--- config.mk ---
export PLATFORM = sky130hd
export DESIGN_NAME = ysyx_25040111_trap_seq
export DESIGN_NICKNAME = d
export VERILOG_FILES = /design/src/rtl/ysyx_25040111_trap_seq.sv
export SDC_FILE = /design/constraint.sdc
export NUM_CORES = 1
export LEC_CHECK = 0
export ABC_AREA = 1
export CAP_MARGIN = 10
export CORE_UTILIZATION = 46
export CTS_BUF_LIST = sky130_fd_sc_hd__clkbuf_2 sky130_fd_sc_hd__clkbuf_4 sky130_fd_sc_hd__clkbuf_8
export DETAILED_ROUTE_END_ITERATION = 16
export PLACE_DENSITY = 0.85
export SLEW_MARGIN = 20
export SYNTH_ARGS = -nofsm -noshare
export SYNTH_HDL_FRONTEND = slang
export SYNTH_SLANG_ARGS = --single-unit
--- constraint.sdc ---
create_clock -name clk -period 3.5 [get_ports clk]
set_input_delay 0.7 -clock clk [delete_from_list [all_inputs] [get_ports clk]]
set_output_delay 0.7 -clock clk [all_outputs]
set_load 0.05 [all_outputs]
--- src/rtl/ysyx_25040111_trap_seq.sv ---
// ysyx_25040111_trap_seq
//
// Sequencer and arbiter in front of the single-port machine CSR file. The one write port and
// one combinational read port are shared between EXU Zicsr accesses and the multi-cycle
// trap entry (ecall) / exit (mret) read-modify-write sequences. Each sequence finishes
// with a one-cycle PC redirect pulse to the IFU.
//
// Optional feature macro: YSYX_TRAP_SEQ_VECTORED_EN
//   defined   : mtvec.MODE = 01 with an interrupt cause vectors to base + 4*cause.
//   undefined : the trap target is always the mtvec base; mtvec[1:0] is ignored.
//
// Ports:
//   clk, reset         clock, synchronous active-high reset
//   ins_*              EXU CSR access request (valid/ready, wen, ren, addr, wdata, rdata)
//   trap_*             trap request (valid/ready, kind 0=ecall 1=mret, pc, cause)
//   redirect_valid_o   one-cycle redirect pulse, redirect_pc_o is the new PC
//   busy_o             a trap sequence is in progress
//   csr_*              CSR file port (write: wen/waddr/wdata, read: ren/raddr/rdata)

module ysyx_25040111_trap_seq #(
    parameter int unsigned XLEN    = 32,
    parameter logic [1:0]  MPP_VAL = 2'b11
) (
    input  logic            clk,
    input  logic            reset,

    input  logic            ins_valid_i,
    output logic            ins_ready_o,
    input  logic            ins_wen_i,
    input  logic            ins_ren_i,
    input  logic [11:0]     ins_addr_i,
    input  logic [XLEN-1:0] ins_wdata_i,
    output logic [XLEN-1:0] ins_rdata_o,

    input  logic            trap_valid_i,
    output logic            trap_ready_o,
    input  logic            trap_kind_i,
    input  logic [XLEN-1:0] trap_pc_i,
    input  logic [XLEN-1:0] trap_cause_i,

    output logic            redirect_valid_o,
    output logic [XLEN-1:0] redirect_pc_o,
    output logic            busy_o,

    output logic            csr_wen_o,
    output logic [11:0]     csr_waddr_o,
    output logic [XLEN-1:0] csr_wdata_o,
    output logic            csr_ren_o,
    output logic [11:0]     csr_raddr_o,
    input  logic [XLEN-1:0] csr_rdata_i
);

    localparam logic [11:0] CsrMstatus = 12'h300;
    localparam logic [11:0] CsrMtvec   = 12'h305;
    localparam logic [11:0] CsrMepc    = 12'h341;
    localparam logic [11:0] CsrMcause  = 12'h342;

    typedef enum logic [2:0] {
        StIdle,
        StEEpc,
        StECause,
        StEStat,
        StEVec,
        StMStat,
        StMEpc,
        StDone
    } state_e;

    state_e          state_q, state_d;
    logic [XLEN-1:0] pc_q, pc_d;
    logic [XLEN-1:0] cause_q, cause_d;
    logic [XLEN-1:0] target_q, target_d;

    // mstatus images derived from the value currently on the read port.
    logic [XLEN-1:0] mstatus_entry;
    logic [XLEN-1:0] mstatus_mret;
    logic [XLEN-1:0] vec_base;

    always_comb begin
        mstatus_entry        = csr_rdata_i;
        mstatus_entry[7]     = csr_rdata_i[3];
        mstatus_entry[3]     = 1'b0;
        mstatus_entry[12:11] = MPP_VAL;

        mstatus_mret         = csr_rdata_i;
        mstatus_mret[3]      = csr_rdata_i[7];
        mstatus_mret[7]      = 1'b1;
        mstatus_mret[12:11]  = MPP_VAL;

        vec_base             = {csr_rdata_i[XLEN-1:2], 2'b00};
    end

    always_comb begin
        state_d          = state_q;
        pc_d             = pc_q;
        cause_d          = cause_q;
        target_d         = target_q;

        ins_ready_o      = 1'b0;
        ins_rdata_o      = '0;
        trap_ready_o     = 1'b0;
        redirect_valid_o = 1'b0;
        redirect_pc_o    = '0;
        busy_o           = 1'b0;
        csr_wen_o        = 1'b0;
        csr_waddr_o      = '0;
        csr_wdata_o      = '0;
        csr_ren_o        = 1'b0;
        csr_raddr_o      = '0;

        // While reset is held every request and CSR strobe is suppressed, so an in-flight
        // sequence cannot commit another write on the reset edge.
        if (!reset) begin
            busy_o = (state_q != StIdle);
            unique case (state_q)
                StIdle: begin
                    trap_ready_o = 1'b1;
                    if (trap_valid_i) begin
                        // Trap wins; a pending instruction is re-granted after the sequence.
                        pc_d    = trap_pc_i;
                        cause_d = trap_cause_i;
                        state_d = trap_kind_i ? StMStat : StEEpc;
                    end else if (ins_valid_i) begin
                        ins_ready_o = 1'b1;
                        csr_wen_o   = ins_wen_i;
                        csr_waddr_o = ins_addr_i;
                        csr_wdata_o = ins_wdata_i;
                        csr_ren_o   = ins_ren_i;
                        csr_raddr_o = ins_addr_i;
                        ins_rdata_o = csr_rdata_i;
                    end
                end
                StEEpc: begin
                    csr_wen_o   = 1'b1;
                    csr_waddr_o = CsrMepc;
                    csr_wdata_o = pc_q;
                    state_d     = StECause;
                end
                StECause: begin
                    csr_wen_o   = 1'b1;
                    csr_waddr_o = CsrMcause;
                    csr_wdata_o = cause_q;
                    state_d     = StEStat;
                end
                StEStat: begin
                    csr_ren_o   = 1'b1;
                    csr_raddr_o = CsrMstatus;
                    csr_wen_o   = 1'b1;
                    csr_waddr_o = CsrMstatus;
                    csr_wdata_o = mstatus_entry;
                    state_d     = StEVec;
                end
                StEVec: begin
                    csr_ren_o   = 1'b1;
                    csr_raddr_o = CsrMtvec;
`ifdef YSYX_TRAP_SEQ_VECTORED_EN
                    // Vectored mode for interrupts: 4*cause, with the sum wrapping at XLEN.
                    if (csr_rdata_i[1:0] == 2'b01 && cause_q[XLEN-1]) begin
                        target_d = vec_base + {cause_q[XLEN-3:0], 2'b00};
                    end else begin
                        target_d = vec_base;
                    end
`else
                    target_d    = vec_base;
`endif
                    state_d     = StDone;
                end
                StMStat: begin
                    csr_ren_o   = 1'b1;
                    csr_raddr_o = CsrMstatus;
                    csr_wen_o   = 1'b1;
                    csr_waddr_o = CsrMstatus;
                    csr_wdata_o = mstatus_mret;
                    state_d     = StMEpc;
                end
                StMEpc: begin
                    csr_ren_o   = 1'b1;
                    csr_raddr_o = CsrMepc;
                    target_d    = csr_rdata_i;
                    state_d     = StDone;
                end
                StDone: begin
                    redirect_valid_o = 1'b1;
                    redirect_pc_o    = target_q;
                    state_d          = StIdle;
                end
                default: begin
                    state_d = StIdle;
                end
            endcase
        end
    end

    always_ff @(posedge clk) begin
        if (reset) begin
            state_q  <= StIdle;
            pc_q     <= '0;
            cause_q  <= '0;
            target_q <= '0;
        end else begin
            state_q  <= state_d;
            pc_q     <= pc_d;
            cause_q  <= cause_d;
            target_q <= target_d;
        end
    end

endmodule

After elaboration in Yosys (flattened, before gate mapping)
Cells that the tools add are included.
Widths: inputs -> output; s select.
Storage, ports and cells
  word-level logic and storage cells: 57
  output and inout bits: 126
  bits in registers: 99
Cells by class
  reduce and logical (&&, ||, !) cells: 8
  muxes and demuxes: 37
  eq/ne operators: 8
Operator list (count)
  $mux 32: 9
  $pmux 32 s5: 1
  $pmux 12 s4: 2
  $pmux 32 s2: 1
  $mux 12: 4
  $pmux 3 s7: 1
  $mux 1: 15
  $eq 3x3->1 const B: 4
  $reduce_or 4->1: 2
  $eq 3x2->1 const B: 2
  $mux 3: 2
  $pmux 1 s2: 2
  $reduce_or 2->1: 2
  $eq 3x1->1 const B: 1
  $logic_not 3->1: 1
  $reduce_bool 3->1: 1
  $ne 2x2->1 const B: 1
  $reduce_and 2->1: 1
  $reduce_bool 2->1: 1

Longest topological paths before layout
  depth in word-level cells: 4
  mapped depth: 8
  gate-level depth less buffers: 7

Worst setup path before layout
Ideal clock, no wire load.
  path kind: input to output
  from: in ins_valid_i
  to: out csr_waddr_o[2]
  data arrival time: 2.694 ns
  setup slack: 0.106 ns
  stages: 4
  cell sequence: clkbuf_1 -> buf_2 -> nand2_1 -> nor4_1
Between the ends
  longest elaborated chain between the ends: 4
Ends and longest elaborated chain
  from (decl): line 27  | input logic ins_valid_i,
  $mux 12: line 123  | end else if (ins_valid_i) begin
  $mux 12: line 118  | if (trap_valid_i) begin
  $pmux 12 s4: line 115  | unique case (state_q)
  $mux 12: line 113  | if (!reset) begin
  to (decl): line 46  | output logic [11:0] csr_waddr_o,
No other way between the ends.

Worst setup path after layout
  from: reg state_q[0]
  to: out csr_raddr_o[6]
Between the ends
  longest elaborated chain between the ends: 4
Ends and longest elaborated chain
  from (decl): line 69  | state_e state_q, state_d;
  from (signal assigned): line 196  | state_q <= StIdle;
  from (signal assigned): line 201  | state_q <= state_d;
  $eq 3x3->1 / $eq 3x2->1 (equally long branches): line 115
  $reduce_or 2->1 (no source line)
  $pmux 12 s4 (*): line 115
  $mux 12 (*): line 113
  to (decl): line 49  | output logic [11:0] csr_raddr_o,
Mark *: on every way between the ends. The rest lies on a longest branch, timed or not.

==> impl_metrics.json <==
{
  "initial_core_util": 0.480,
  "power.density_nw_per_um2": 394,
  "die_w_um": 115,
  "rsz0062_at_grt": "false",
  "drt-total-wl_mm": 24.0,
  "die_h_um": 115,
  "worst_hold_slack_ns": 0.480,
  "avgSynthCellArea_um2": 6.27,
  "worstPathArrival_ns": 2.47,
  "drc": 0,
  "area_delta_synth_final_pct": 68.2,
  "clkLatencyLatePin_ns": 0.38,
  "grt_pass1_wl_mm": 36.5,
  "hold_class": "flop to flop",
  "stdcell_area_um2": 9900,
  "cts_buffer_depth": 2,
  "cp-end-kind": "output pin",
  "critPathKind": "flop to output pin",
  "htreeDepth": 3,
  "slew_headroom": 0.296,
  "grt_max_degree": 66,
  "worst_pin_slew_ns": 1.06,
  "outcome": "complete, no violations",
  "num_vias": 7595,
  "cp.required_ns": 2.80,
  "cts_setup_buffers": 0,
  "cts_resized": 0,
  "cts_tree": "yes",
  "p_leak_uw": 0.00419,
  "fill_cells": 831,
  "routedWlPerCell_um": 18.1,
  "yosys_warnings": 0,
  "setup_violations": 0,
  "critPathMaxFanout": 65,
  "fmax_mhz": 315,
  "ios": 273,
  "synth_cell_types": 25,
  "synth-seq-cells": 99,
  "grt_pass1_vias": 6939,
  "synth-seq-area-share": 0.337,
  "drtIter0Drc": 837,
  "grt_antenna_before_repair": 3,
  "hpwl_mm": 17.3,
  "peakVddDrop_mv": 0.287,
  "numCtsBuffers": 9,
  "die_area_um2": 13300,
  "drive_gt1_frac": 0.154,
  "cts.sinks": 99,
  "row_count": 40,
  "cts.clk_slew.worst_paths_ns": 0.10,
  "setup_tns_ns": 0,
  "antenna_left": 0,
  "syn-num-nets": 1086,
  "fin_crit_ns": 3.17,
  "routed_via_density": 5.72,
  "grt_overflow_total": 0,
  "mostFrequentLayoutCell": "nor2_1",
  "hold_violations": 0,
  "slew_violations": 0,
  "cap_violations": 0,
  "io_buffers": 272,
  "first_pass_iters": 5,
  "skew_ns": 0.0145,
  "fin_crit_sh": 0.906,
  "grt.total_usage": 0.356,
  "postSynthCellCount": 939,
  "core_um2": 12300,
  "gp_congestion": 0.887,
  "root_buffer": "clkbuf_8",
  "final_cell_mix": "nor2_1, clkdlybuf4s50_1, nand4_1, buf_12, dfxtp_1",
  "placed_area_um2": 9690,
  "cts_hold_buf": 0,
  "start_kind": "flop",
  "nets": 1298,
  "synth_area_um2": 5890
}
==> layout make-up <==
class / instances / area [µm²] / share of cell area
antenna: 4 / 10.0 / 0.00101
clock buffer: 10 / 138 / 0.0139
clock inverter: 6 / 65.1 / 0.00657
inverter: 82 / 310 / 0.0313
multi-input combinational: 667 / 3130 / 0.316
sequential: 99 / 1990 / 0.201
tap: 168 / 210 / 0.0212
timing repair buffer: 292 / 4050 / 0.409
==> Yosys cell counts, drive strengths merged <==
library cell	n	area (µm²)
a21oi	72	360
buf	60	352
clkbuf	31	118
dfxtp	99	1980
inv	82	310
nand2	69	267
nand3	46	243
nand4	120	751
nor2	260	1000
nor3	1	5.00
nor4	1	6.26
o211ai	1	7.51
o21ai	97	485
==> path summary, 6_finish.rpt <==
kind              slack [ns]   startpoint              to  cells after the start
setup / recovery        0.33   state_q[0]  csr_raddr_o[6]                      6
hold / removal          0.48  target_q[1]     target_q[1]                      2
setup reg to reg        1.34   state_q[0]     target_q[2]                      5
hold reg to reg         0.48  target_q[1]     target_q[1]                      2
==> metrics by stage <==
step | utilization | setup WS, ns | total power, µW | instances
after CTS | 0.807 | 0.324 | 3880 | 1324
after global routing | 0.807 | 0.159 | 4090 | 1327
after global placement | 0.790 | 0.461 | 3090 | 1308
final | 0.808 | 0.329 | 3910 | 1328
after detailed placement | 0.790 | 0.345 | 3140 | 1308
after floorplan | - | 0.106 | 2420 | 939
==> sequential cells by signal (all words and copies together) (netlist names) <==
register,flops
target_q,32
pc_q,32
state_q,3
cause_q,32
==> kinds of logic (layout without fill, tap and decap cells) <==
group,count (synthesis),count (layout),share of synthesized area
simple gates,497,497,0.386
flops,99,99,0.337
compound gates,170,170,0.145
other cells,0,4,0
buf+inv,173,390,0.132
==> metal layers <==
metal  wire length (µm)  up-vias  global-route usage
li1                   -     3558                   -
met1               9110     3483               0.430
met2              11500      475               0.586
met3               2260       79              0.0875
met4               1120        0               0.190
met5                  0        -                   0
==> where the power goes <==
| part | internal [µW] | switching, µW | total, µW |
|---|---|---|---|
| Clock | 301 | 458 | 759 |
| Combinational | 660 | 1090 | 1750 |
| Sequential | 1290 | 106 | 1400 |
| Total | 2260 | 1650 | 3910 |
==> worst max-delay path: stages (launching register included) <==
cell	delay [ns]
dfxtp_4	0.65
buf_4	0.56
nor2_4	0.08
buf_4	0.32
a21oi_1	0.21
nor2_1	0.08
buf_12	0.19
Note: power is estimated with default switching activity, not from simulation.
